### src/rtl/temp_sequencer.sv
// rtl/temp_sequencer.sv - instruction micro-sequencer; optional single-step gate via SEQ_SINGLE_STEP_EN
module temp_sequencer #(
  parameter int unsigned WAIT_MAX = 15,
  parameter int unsigned CNT_W    = 8
) (
  input  logic       clk,
  input  logic       reset,
  input  logic [7:0] ir,
  input  logic       zero,
  input  logic       memReady,
`ifdef SEQ_SINGLE_STEP_EN
  input  logic       step,
`endif
  output logic       memRead,
  output logic       memWrite,
  output logic       addrSel,
  output logic       WEir,
  output logic       pcInc,
  output logic       WEpc,
  output logic       WEtemp,
  output logic       WEacc,
  output logic       accSrc,
  output logic [1:0] aluOp,
  output logic       halted,
  output logic       error
);

  typedef enum logic [2:0] {
    S_FETCH   = 3'd0,
    S_DECODE  = 3'd1,
    S_OPFETCH = 3'd2,
    S_EXECUTE = 3'd3,
    S_STORE   = 3'd4,
    S_HALT    = 3'd5
  } state_t;

  localparam logic [3:0] OP_LDA = 4'h1;
  localparam logic [3:0] OP_STA = 4'h2;
  localparam logic [3:0] OP_ADD = 4'h3;
  localparam logic [3:0] OP_SUB = 4'h4;
  localparam logic [3:0] OP_AND = 4'h5;
  localparam logic [3:0] OP_OR  = 4'h6;
  localparam logic [3:0] OP_JMP = 4'h7;
  localparam logic [3:0] OP_JZ  = 4'h8;
  localparam logic [3:0] OP_HLT = 4'hF;

  // Last tolerated count: a low memReady seen here is the WAIT_MAX-th wait and times out.
  localparam logic [CNT_W-1:0] WAIT_LAST = CNT_W'(WAIT_MAX - 1);
  localparam logic [CNT_W-1:0] CNT_ONE   = CNT_W'(1);

  state_t           state_q, state_d;
  logic [CNT_W-1:0] wait_cnt_q, wait_cnt_d;
  logic             error_q, error_d;
  logic             fetch_go;
  logic             timeout;
  logic [3:0]       opcode;
  logic             unused_operand;

  logic mem_read_c, mem_write_c, addr_sel_c, we_ir_c, pc_inc_c;
  logic we_pc_c, we_temp_c, we_acc_c, acc_src_c;
  logic [1:0] alu_op_c;

  assign opcode         = ir[7:4];
  assign unused_operand = ^ir[3:0];
  assign timeout        = !memReady && (wait_cnt_q == WAIT_LAST);

`ifdef SEQ_SINGLE_STEP_EN
  logic step_ok_q, step_ok_d;

  // Fetch is armed by a sampled step and disarmed whenever FETCH is left.
  assign step_ok_d = (state_q == S_FETCH) && (state_d == S_FETCH) && (step_ok_q || step);
  assign fetch_go  = step_ok_q;

  // Single-step arm flag
  always_ff @(posedge clk or posedge reset) begin
    if (reset) begin
      step_ok_q <= 1'b0;
    end else begin
      step_ok_q <= step_ok_d;
    end
  end
`else
  assign fetch_go = 1'b1;
`endif

  // Next state, wait counter and datapath strobes decoded from state, ir, zero and memReady
  always_comb begin
    state_d     = state_q;
    wait_cnt_d  = '0;
    error_d     = error_q;
    mem_read_c  = 1'b0;
    mem_write_c = 1'b0;
    addr_sel_c  = 1'b0;
    we_ir_c     = 1'b0;
    pc_inc_c    = 1'b0;
    we_pc_c     = 1'b0;
    we_temp_c   = 1'b0;
    we_acc_c    = 1'b0;
    acc_src_c   = 1'b0;
    alu_op_c    = 2'b00;
    case (state_q)
      S_FETCH: begin
        if (fetch_go) begin
          if (memReady) begin
            mem_read_c = 1'b1;
            we_ir_c    = 1'b1;
            pc_inc_c   = 1'b1;
            state_d    = S_DECODE;
          end else if (timeout) begin
            error_d = 1'b1;
            state_d = S_HALT;
          end else begin
            mem_read_c = 1'b1;
            wait_cnt_d = wait_cnt_q + CNT_ONE;
          end
        end
      end
      S_DECODE: begin
        case (opcode)
          OP_LDA, OP_ADD, OP_SUB, OP_AND, OP_OR: state_d = S_OPFETCH;
          OP_STA: state_d = S_STORE;
          OP_JMP: begin
            we_pc_c = 1'b1;
            state_d = S_FETCH;
          end
          OP_JZ: begin
            we_pc_c = zero;
            state_d = S_FETCH;
          end
          OP_HLT:  state_d = S_HALT;
          default: state_d = S_FETCH;
        endcase
      end
      S_OPFETCH: begin
        if (memReady) begin
          mem_read_c = 1'b1;
          addr_sel_c = 1'b1;
          if (opcode == OP_LDA) begin
            we_acc_c = 1'b1;
            state_d  = S_FETCH;
          end else begin
            we_temp_c = 1'b1;
            state_d   = S_EXECUTE;
          end
        end else if (timeout) begin
          error_d = 1'b1;
          state_d = S_HALT;
        end else begin
          mem_read_c = 1'b1;
          addr_sel_c = 1'b1;
          wait_cnt_d = wait_cnt_q + CNT_ONE;
        end
      end
      S_EXECUTE: begin
        we_acc_c  = 1'b1;
        acc_src_c = 1'b1;
        alu_op_c  = 2'(opcode - 4'd3);
        state_d   = S_FETCH;
      end
      S_STORE: begin
        if (memReady) begin
          mem_write_c = 1'b1;
          addr_sel_c  = 1'b1;
          state_d     = S_FETCH;
        end else if (timeout) begin
          error_d = 1'b1;
          state_d = S_HALT;
        end else begin
          mem_write_c = 1'b1;
          addr_sel_c  = 1'b1;
          wait_cnt_d  = wait_cnt_q + CNT_ONE;
        end
      end
      S_HALT:  state_d = S_HALT;
      default: state_d = S_FETCH;
    endcase
  end

  // State register, wait counter and sticky timeout flag
  always_ff @(posedge clk or posedge reset) begin
    if (reset) begin
      state_q    <= S_FETCH;
      wait_cnt_q <= '0;
      error_q    <= 1'b0;
    end else begin
      state_q    <= state_d;
      wait_cnt_q <= wait_cnt_d;
      error_q    <= error_d;
    end
  end

  // Outputs are forced low combinationally while reset is held.
  assign memRead  = mem_read_c  & ~reset;
  assign memWrite = mem_write_c & ~reset;
  assign addrSel  = addr_sel_c  & ~reset;
  assign WEir     = we_ir_c     & ~reset;
  assign pcInc    = pc_inc_c    & ~reset;
  assign WEpc     = we_pc_c     & ~reset;
  assign WEtemp   = we_temp_c   & ~reset;
  assign WEacc    = we_acc_c    & ~reset;
  assign accSrc   = acc_src_c   & ~reset;
  assign aluOp    = reset ? 2'b00 : alu_op_c;
  assign halted   = (state_q == S_HALT) & ~reset;
  assign error    = error_q & ~reset;

endmodule

### config.mk
export PLATFORM = sky130hd
export DESIGN_NAME = temp_sequencer
export DESIGN_NICKNAME = d
export VERILOG_FILES = /design/src/rtl/temp_sequencer.sv
export SDC_FILE = /design/constraint.sdc
export NUM_CORES = 1
export LEC_CHECK = 0
export ABC_AREA = 1
export BUFFER_PORTS_ARGS = -buffer_cell sky130_fd_sc_hd__clkbuf_2
export CORE_ASPECT_RATIO = 0.75
export CORE_MARGIN = 2
export CORE_UTILIZATION = 26
export DETAILED_ROUTE_END_ITERATION = 10
export PLACE_DENSITY = 0.55
export RECOVER_POWER = 100
export SYNTH_ARGS = -nofsm -noshare
export SYNTH_HDL_FRONTEND = slang
export SYNTH_SLANG_ARGS = --single-unit
### constraint.sdc
create_clock -name clk -period 1.2 [get_ports clk]
set_input_delay 0.06 -clock clk [delete_from_list [all_inputs] [get_ports clk]]
set_output_delay 0.06 -clock clk [all_outputs]
set_load 0.1 [all_outputs]
# Yosys cells after proc, flatten, opt, wreduce, memory -nomap -nowiden
# Cells that the tools add are included.
dict set report totals {
  ff_bits 12
  in_bits 12
  word_cells 68
}
dict set report classes {
  n_addsub 2
  eq_ne 15
  mux 28
  n_bitwise 12
  reduce_logical 8
}
# operator n
set ops {}
lappend ops {{8-bit 2-to-1 mux} 3}
lappend ops {{4-bit by 3-bit equality test with 1-bit output, second input constant} 4}
lappend ops {{3-bit case mux with 5 select lines} 1}
lappend ops {{1-bit 2-to-1 mux} 14}
lappend ops {{3-bit 2-to-1 mux} 4}
lappend ops {{1-bit bitwise AND} 10}
lappend ops {{3-bit case mux with 3 select lines} 1}
lappend ops {{8-bit by 1-bit adder with 8-bit output, second input constant} 1}
lappend ops {{4-bit by 2-bit equality test with 1-bit output, second input constant} 2}
lappend ops {{4-bit equality test, second input constant} 2}
lappend ops {{8-bit by 4-bit equality test with 1-bit output, second input constant} 1}
lappend ops {{3-bit by 2-bit equality test with 1-bit output, second input constant} 2}
lappend ops {{3-bit equality test, second input constant} 2}
lappend ops {{2-bit 2-to-1 mux} 3}
lappend ops {{5-bit OR reduction} 1}
lappend ops {{4-bit by 1-bit equality test with 1-bit output, second input constant} 1}
lappend ops {{1-bit case mux with 2 select lines} 2}
lappend ops {{2-bit OR reduction} 2}
lappend ops {{3-bit by 1-bit equality test with 1-bit output, second input constant} 1}
lappend ops {{3-bit zero test} 1}
lappend ops {{3-bit AND reduction} 1}
lappend ops {{3-bit OR reduction} 1}
lappend ops {{1-bit NOT} 2}
lappend ops {{2-bit subtractor, second input constant} 1}
lappend ops {{2 further kinds} 2}

# Depth between registers and ports, before layout
# Gate-level depths: netlist of the first run.
dict set report logic_depth {
  ltp_word 6
  depth_mapped 10
}

# Worst setup path before layout of the first run
# No wires, ideal clock.
dict set report synth_timing {
  path_type {register -> output}
  from {reg state_q[0]}
  to {out pcInc}
  arrival_ns 4.236
  required_ns 1.140
  path_slack_ns -3.096
  stages_incl_launch_ff 5
  n_path_buf 1
  path_cell_list {dfrtp_1 nor2_1 inv_1 nor4_1 buf_4}
}
dict set report synth_via {
  elab_chain_len 3
}
# item line_no
set synth_lines {}
lappend synth_lines {{start, declared} 51} ;# state_t state_q, state_d;
lappend synth_lines {{start signal, assigned} 186} ;# state_q <= state_d;
lappend synth_lines {{3-bit zero test} n/a}
lappend synth_lines {{1-bit 2-to-1 mux} n/a}
lappend synth_lines {{1-bit bitwise AND} n/a}
lappend synth_lines {{end, declared} 18} ;# output logic pcInc,
# No other way between the ends.

# Final worst setup path of the first run
dict set report layout_timing {
  from {reg state_q[0]}
  to {out pcInc}
}
dict set report layout_via {
  elab_chain_len 3
}
# item line_no
set layout_lines {}
lappend layout_lines {{3-bit zero test} 101} ;# case (state_q)
lappend layout_lines {{1-bit 2-to-1 mux} 101}
lappend layout_lines {{1-bit bitwise AND} 197} ;# assign pcInc = pc_inc_c & ~reset;
# No other way between the ends.

==> results.ini, run 1 <==
[floorplanning]
io_pins = 25
rows = 19
initial_core_util_pct = 26.83
die_y_um = 57.06
die-area_mm2 = 0.004265
die_x_um = 74.75
core_area_mm2 = 0.003637

[grt]
grt_pass1_wl_um = 4629
grt_use_total_pct = 14.13
antenna_found_initial = 0
grt_overflow = 0
grt_pass1_vias = 1037
grt_max_degree = 13

[yosys]
synthCells = 137
avgSynthCellArea_um2 = 7.124
synth_fp_nets = 155
synth.distinct_cells = 26
synth_area_um2 = 975.9
ys_seq_elements = 12
yosys_warnings = 0
synth_top_area_share_pct = 30.77
synthMuxAreaShare_pct = 0
yosysSeqAreaShare_pct = 30.77
yosys.area.top_type = dfrtp_1
synth-simple-area-share_pct = 37.82
synth_area_leaders = dfrtp_1 (31%), nand2_1 (10%), inv_1 (9.6%)
ys.flop_type = dfrtp_1
synth_compound_area_share_pct = 7.692
async_flop_share_pct = 100.0
synth_edf_count = 0
yosys.area_share.xor_xnor_pct = 3.590
synth_top_family_by_area = simple AND/OR/NAND/NOR gates
yosys.area_share.adder_pct = 7.692

[power_and_ir_drop]
leakage_uw = 0.0008418
power_density_mw_per_mm2 = 1755
vdd_drop_max_v = 0.0008543

[timing]
min_period_ns = 1.521
post-route-period-util_pct = 126.8
fmax_mhz = 657.3
slew_headroom_pct = 51.91
rsz0062_at_grt = yes
finalWorstSetupSlack_ns = -0.3213
hold_viol_final = 0
holdWs_ns = 0.2277
fin_tns_setup_ns = -4.667
timing.final.setup_violations = 24
fin_worst_skew_ns = 0.007731
slew_violations = 0
worst_pin_slew_ns = 0.7214

[routing]
drc = 0
vias = 1109
viasPerCell = 4.640
drtIter0Drc = 50
post_drt_wl_per_cell_um = 11.95
totalWireLength_um = 2857
detail_route.first_pass.iterations = 4
postRouteAntennaNets = 0

[setup_path]
crit_path_start = state_q[0]$_DFF_PP0_
r2r_start = wait_cnt_q[0]$_DFF_PP0_
crit_arrival_ns = 1.46
cp_max_fo = 4
worstSetupPathType = flip-flop to output port
worst_ep_required_time_ns = 1.14
end_kind = output port
startpoint_type = flip-flop

[placed_design]
hpwlAfterDp_um = 2182
dpl_worst_slack_ns = -0.1219
io_buffers = 20
gp_congestion = 0.8355

[clocking]
worstSkewPairLatency_ns = 0.24
cts_buffers = 3
htreeDepth = 1
clockBufferDepth = 2
cts.sinks = 12
cts.clk_slew.worst_paths_ns = 0.06
tritoncts = done
ctsHoldBuffers = 0
cts-root-buf = clkbuf_8

[run_status]
violations = negative setup slack
outcome = finished, violations left

[layout]
final_cell_mix = buf_4 (20), nand2_1 (19), inv_1 (18)
antenna_cells = 0
final_core_util_pct = 51.32
layout_commonest_cell = buf_4
area_growth_pct = 91.28
finalNetCount = 206
drive_gt1_share_pct = 57.75

[hold_path]
min_path_type = input pin to flip-flop
worstHoldStart = memReady

[flow_run]
maxCapViolCount = 0

-- cells by family (layout without fill, tap and decap cells) --
| group | Yosys count | after routing |
|---|---|---|
| compound gates | 11 | 11 |
| flops | 12 | 12 |
| fa+ha+maj | 6 | 6 |
| simple gates | 74 | 74 |
| xor+xnor | 4 | 4 |
| buf+inv | 30 | 80 |
-- cell usage after synthesis, types with 2 or more instances --
library cell and n:
a21oi_1 2, buf_4 2, dfrtp_1 12, ha_1 6, inv_1 25, inv_2 2, nand2_1 27, nand2_2 2
nand3_1 6, nand4_1 3, nor2_1 15, nor2_2 8, nor2_4 2, nor3_1 4, nor4_1 2, o21ai_0 7
xor2_1 3
-- per-stage QoR --
stage                     total power [µW]  instance area (µm²)  std cells
after floorplan                       1766                 1135        137
after global placement                2400                 1632        226
after detailed placement              2429                 1632        226
after CTS                             3014                 1765        237
after global routing                  3437                 1867        239
final                                 3276                 1867        239
-- critical path, cell delays in order, from the launching register on --
cell and delay, ns:
dfrtp_2 0.44, buf_12 0.14, nor2_4 0.11, inv_2 0.06
nor4_4 0.11, buf_4 0.17, buf_12 0.17
-- routing by layer --
| metal | global-route usage, % | vias to the layer above | wire, µm | share of wire [%] |
|---|---|---|---|---|
| li1 | - | 529 | - | - |
| met1 | 18.28 | 537 | 1221 | 43 |
| met2 | 22.88 | 36 | 1426 | 50 |
| met3 | 2.650 | 7 | 155 | 5.4 |
| met4 | 6.378 | 0 | 53 | 1.9 |
| met5 | 0 | - | 0 | 0 |
-- flip-flops by register name, indices dropped and copies added (netlist names) --
register	count
wait_cnt_q	8
error_q	1
state_q	3
-- area by class of cell --
type,count,area [µm²]
Inverter,27,115.1
Timing Repair Buffer,49,556.8
Sequential cell,12,304.0
Clock buffer,4,45.04
Tap cell,52,65.06
Fill cell,329,1770
Multi-Input combinational cell,95,780.7
-- report_power, final --
group	switching [µW]	internal [µW]
Sequential	121	474
Combinational	1320	973
Clock	157	234
Total	1590	1680
-- path summary, 6_finish.rpt --
check / cells after the start / slack (ns) / to
max: 6 / -0.32 / pcInc
min: 4 / 0.23 / wait_cnt_q[7]$_DFF_PP0_
max reg2reg: 9 / -0.15 / wait_cnt_q[4]$_DFF_PP0_
min reg2reg: 2 / 0.47 / error_q$_DFFE_PP0P_
max in group asynchronous: 3 / 0.42 / state_q[1]$_DFF_PP0_
min in group asynchronous: 3 / 0.29 / error_q$_DFFE_PP0P_
-- timing repair --
item                                    4_1_cts  5_1_grt
pin swaps                                     7       14
resized for setup                             9       23
endpoints found under the setup margin       22       24
buffers inserted                              7        2
(Power assumes the default switching activity.)
==> run 2, diff against run 1 <==
- ABC_AREA: 1 -> unset
- PLACE_DENSITY: 0.55 -> 0.56
==> run 2 against run 1 <==
Net effect:
- the flow still finishes with violations (negative setup slack)
- count of clock-buffer cells in the layout decreased by 1
- sequential power decreased by 0.7%
- clock skew decreased by 0.0073 ns
- register-to-register slack worse by 0.40 ns
- sequential cell count unchanged
- hold slack worse by 0.018 ns
- global-route usage grew 1.3 points
- cell area decreased by 7.8%
- clock power is 7.9% lower
- synthesized cell count decreased by 32%
- via count fell by 14%
- largest power group unchanged
- highest routed layer unchanged
==> results.ini, run 2 <==
[run_status]
outcome = finished, violations left  ; unchanged
violations = negative setup slack  ; unchanged

[clocking]
ctsHoldBuffers = 0  ; unchanged
tritoncts = done  ; unchanged
cts.sinks = 12  ; unchanged
clockBufferDepth = 2  ; unchanged
cts.clk_slew.worst_paths_ns = 0.05  ; was 0.06 ns
cts_buffers = 3  ; unchanged
worstSkewPairLatency_ns = 0.24  ; about the same
cts-root-buf = clkbuf_8  ; unchanged
htreeDepth = 1  ; unchanged

[layout]
largest_reg_flops = 8  ; unchanged
drive_gt1_share_pct = 62.34  ; was 57.75%
final_core_util_pct = 57.00  ; was 51.32%
finalNetCount = 174  ; was 206
layout_commonest_cell = buf_4  ; unchanged
top_regs = wait_cnt_q: 8 flops, state_q: 3 flops, error_q: 1 flops  ; unchanged
final_cell_mix = buf_4 (32), buf_12 (12), dfrtp_1 (9), buf_6 (9), clkbuf_2 (7)  ; was buf_4 (20), nand2_1 (19), inv_1 (18)
antenna_cells = 0  ; unchanged
area_growth_pct = 103.6  ; was 91.28%
regMostFlops = wait_cnt_q  ; unchanged

[yosys]
synthCells = 93  ; was 137
async_flop_share_pct = 100.0  ; unchanged
synth.distinct_cells = 39  ; was 26
ys.flop_type = dfrtp_1  ; unchanged
synth_fp_nets = 111  ; was 155
yosysMostFrequentCell = dfrtp_1  ; was nand2_1
yosys_warnings = 0  ; unchanged
synth_top_area_share_pct = 35.50  ; was 30.77%
avgSynthCellArea_um2 = 9.095  ; was 7.124 µm²
synth_edf_count = 0  ; unchanged
synth_area_leaders = dfrtp_1 (36%), ha_1 (8.9%), nor2_1 (4.0%)  ; was dfrtp_1 (31%), nand2_1 (10%), inv_1 (9.6%)
yosys.area.top_type = dfrtp_1  ; unchanged
yosysSeqAreaShare_pct = 35.50  ; was 30.77%
synthTopCellsByCount = dfrtp_1 (12), nor2_1 (9), ha_1 (6)  ; was nand2_1 (27), inv_1 (25), nor2_1 (15)
synth_area_um2 = 845.8  ; was 975.9 µm²
ys_seq_elements = 12  ; unchanged

[routing]
viasPerCell = 4.974  ; was 4.640
drc = 0  ; unchanged
postRouteAntennaNets = 0  ; unchanged
detail_route.first_pass.iterations = 4  ; unchanged
totalWireLength_um = 2805  ; was 2857 µm
drtIter0Drc = 37  ; was 50
post_drt_wl_per_cell_um = 14.61  ; was 11.95 µm
vias = 955  ; was 1109

[timing]
fmax_mhz = 566.7  ; was 657.3 MHz
worst_pin_slew_ns = 0.6763  ; was 0.7214 ns
timing.final.setup_violations = 24  ; unchanged
finalWorstSetupSlack_ns = -0.5645  ; was -0.3213 ns
slew_violations = 0  ; unchanged
post-route-period-util_pct = 147.0  ; was 126.8%
holdWs_ns = 0.2096  ; was 0.2277 ns
hold_viol_final = 0  ; unchanged
slew_headroom_pct = 54.91  ; was 51.91%
min_period_ns = 1.764  ; was 1.521 ns
fin_worst_skew_ns = 0.0004385  ; was 0.007731 ns
rsz0062_at_grt = yes  ; unchanged

[setup_path]
r2r_slack_ns = -0.55  ; was -0.15 ns
end_kind = output port  ; unchanged
worst_ep_required_time_ns = 1.14  ; about the same
cp_max_fo = 4  ; unchanged
startpoint_type = flip-flop  ; unchanged
worstSetupPathType = flip-flop to output port  ; unchanged
crit_arrival_ns = 1.70  ; was 1.46 ns

[floorplanning]
die-area_mm2 = 0.003730  ; was 0.004265 mm²
core_area_mm2 = 0.003020  ; was 0.003637 mm²
io_pins = 25  ; unchanged
die_y_um = 53.40  ; was 57.06 µm
die_x_um = 69.86  ; was 74.75 µm
rows = 17  ; was 19
initial_core_util_pct = 28.00  ; was 26.83%

[grt]
grt_pass1_vias = 923  ; was 1037
grt_use_total_pct = 15.42  ; was 14.13%
antenna_found_initial = 0  ; unchanged
grt_overflow = 0  ; unchanged
grt_max_degree = 13  ; unchanged
grt_pass1_wl_um = 4429  ; was 4629 µm

[placed_design]
io_buffers = 20  ; unchanged
gp_congestion = 0.8391  ; was 0.8355
hpwlAfterDp_um = 2072  ; was 2182 µm

[hold_path]
min_path_type = input pin to flip-flop  ; unchanged

[power_and_ir_drop]
vdd_drop_max_v = 0.0008121  ; was 0.0008543 V
power_density_mw_per_mm2 = 1803  ; was 1755 mW/mm²
leakage_uw = 0.0007590  ; was 0.0008418 µW
power_uw = 3103  ; was 3276 µW

[flow_run]
maxCapViolCount = 0  ; unchanged

==> run 2: final cells by class <==
| type | count | area [µm²] |
|---|---|---|
| Clock buffer | 3 | 41.29 |
| Fill cell | 253 | 1299 |
| Inverter | 5 | 18.77 |
| Multi-Input combinational cell | 72 | 685.7 |
| Sequential cell | 12 | 304.0 |
| Tap cell | 38 | 47.55 |
| Timing Repair Buffer | 62 | 624.3 |
==> run 2: through the flow <==
| step | cell area, µm² | setup TNS [ns] | instances | setup WS (ns) |
|---|---|---|---|---|
| final | 1722 | -9.565 | 192 | -0.5645 |
| after global routing | 1722 | -10.60 | 192 | -0.6122 |
| after CTS | 1674 | -8.753 | 188 | -0.5601 |
| after detailed placement | 1524 | -5.092 | 179 | -0.3251 |
| after global placement | 1524 | -4.720 | 179 | -0.3092 |
| after floorplan | 978.4 | -6.871 | 93 | -0.8849 |
==> run 2: cells by family after synthesis <==
kind of cell | count (synthesis) | synth area share, %
AO/OA/AOI/OAI | 23 | 19.38
XOR/XNOR | 3 | 3.107
adder cells (fa/ha/maj) | 6 | 8.876
buffers and inverters | 9 | 4.734
flip-flops | 12 | 35.50
AND/OR/NAND/NOR | 40 | 28.40
==> run 2: worst paths after layout <==
path | from | endpoint | cells past startpoint
max | wait_cnt_q[6]$_DFF_PP0_ | addrSel | 4
min | memReady | state_q[2]$_DFF_PP0_ | 3
max reg2reg | wait_cnt_q[6]$_DFF_PP0_ | wait_cnt_q[4]$_DFF_PP0_ | 5
min reg2reg | error_q$_DFFE_PP0P_ | error_q$_DFFE_PP0P_ | 1
max in group asynchronous | reset | state_q[2]$_DFF_PP0_ | 4
min in group asynchronous | reset | wait_cnt_q[5]$_DFF_PP0_ | 4
==> run 2: routing by layer <==
metal  vias to the layer above  track usage (%)  part of all wire [%]
met4                         0            3.846                  0.64
met1                       477            21.38                    49
met2                        14            25.40                    48
li1                        462                -                     -
met3                         2            2.286                   1.7
met5                         -                0                     0
==> run 2: what timing repair did <==
action	in CTS	in global routing
setup endpoints to repair	24	24
pin swaps	5	7
gates resized for setup	19	9
gates cloned	0	0
buffers inserted	6	4
==> run 2: where the power goes <==
part           switching (µW)  internal (µW)
combinational            1130           1020
sequential                110            480
clock                     140            221
total                    1380           1720
==> run 2: worst max-delay path, stage by stage (launching register included) <==
cell,delay [ns]
dfrtp_1,0.37
or4_4,0.56
o21bai_4,0.27
a211oi_4,0.08
buf_12,0.18
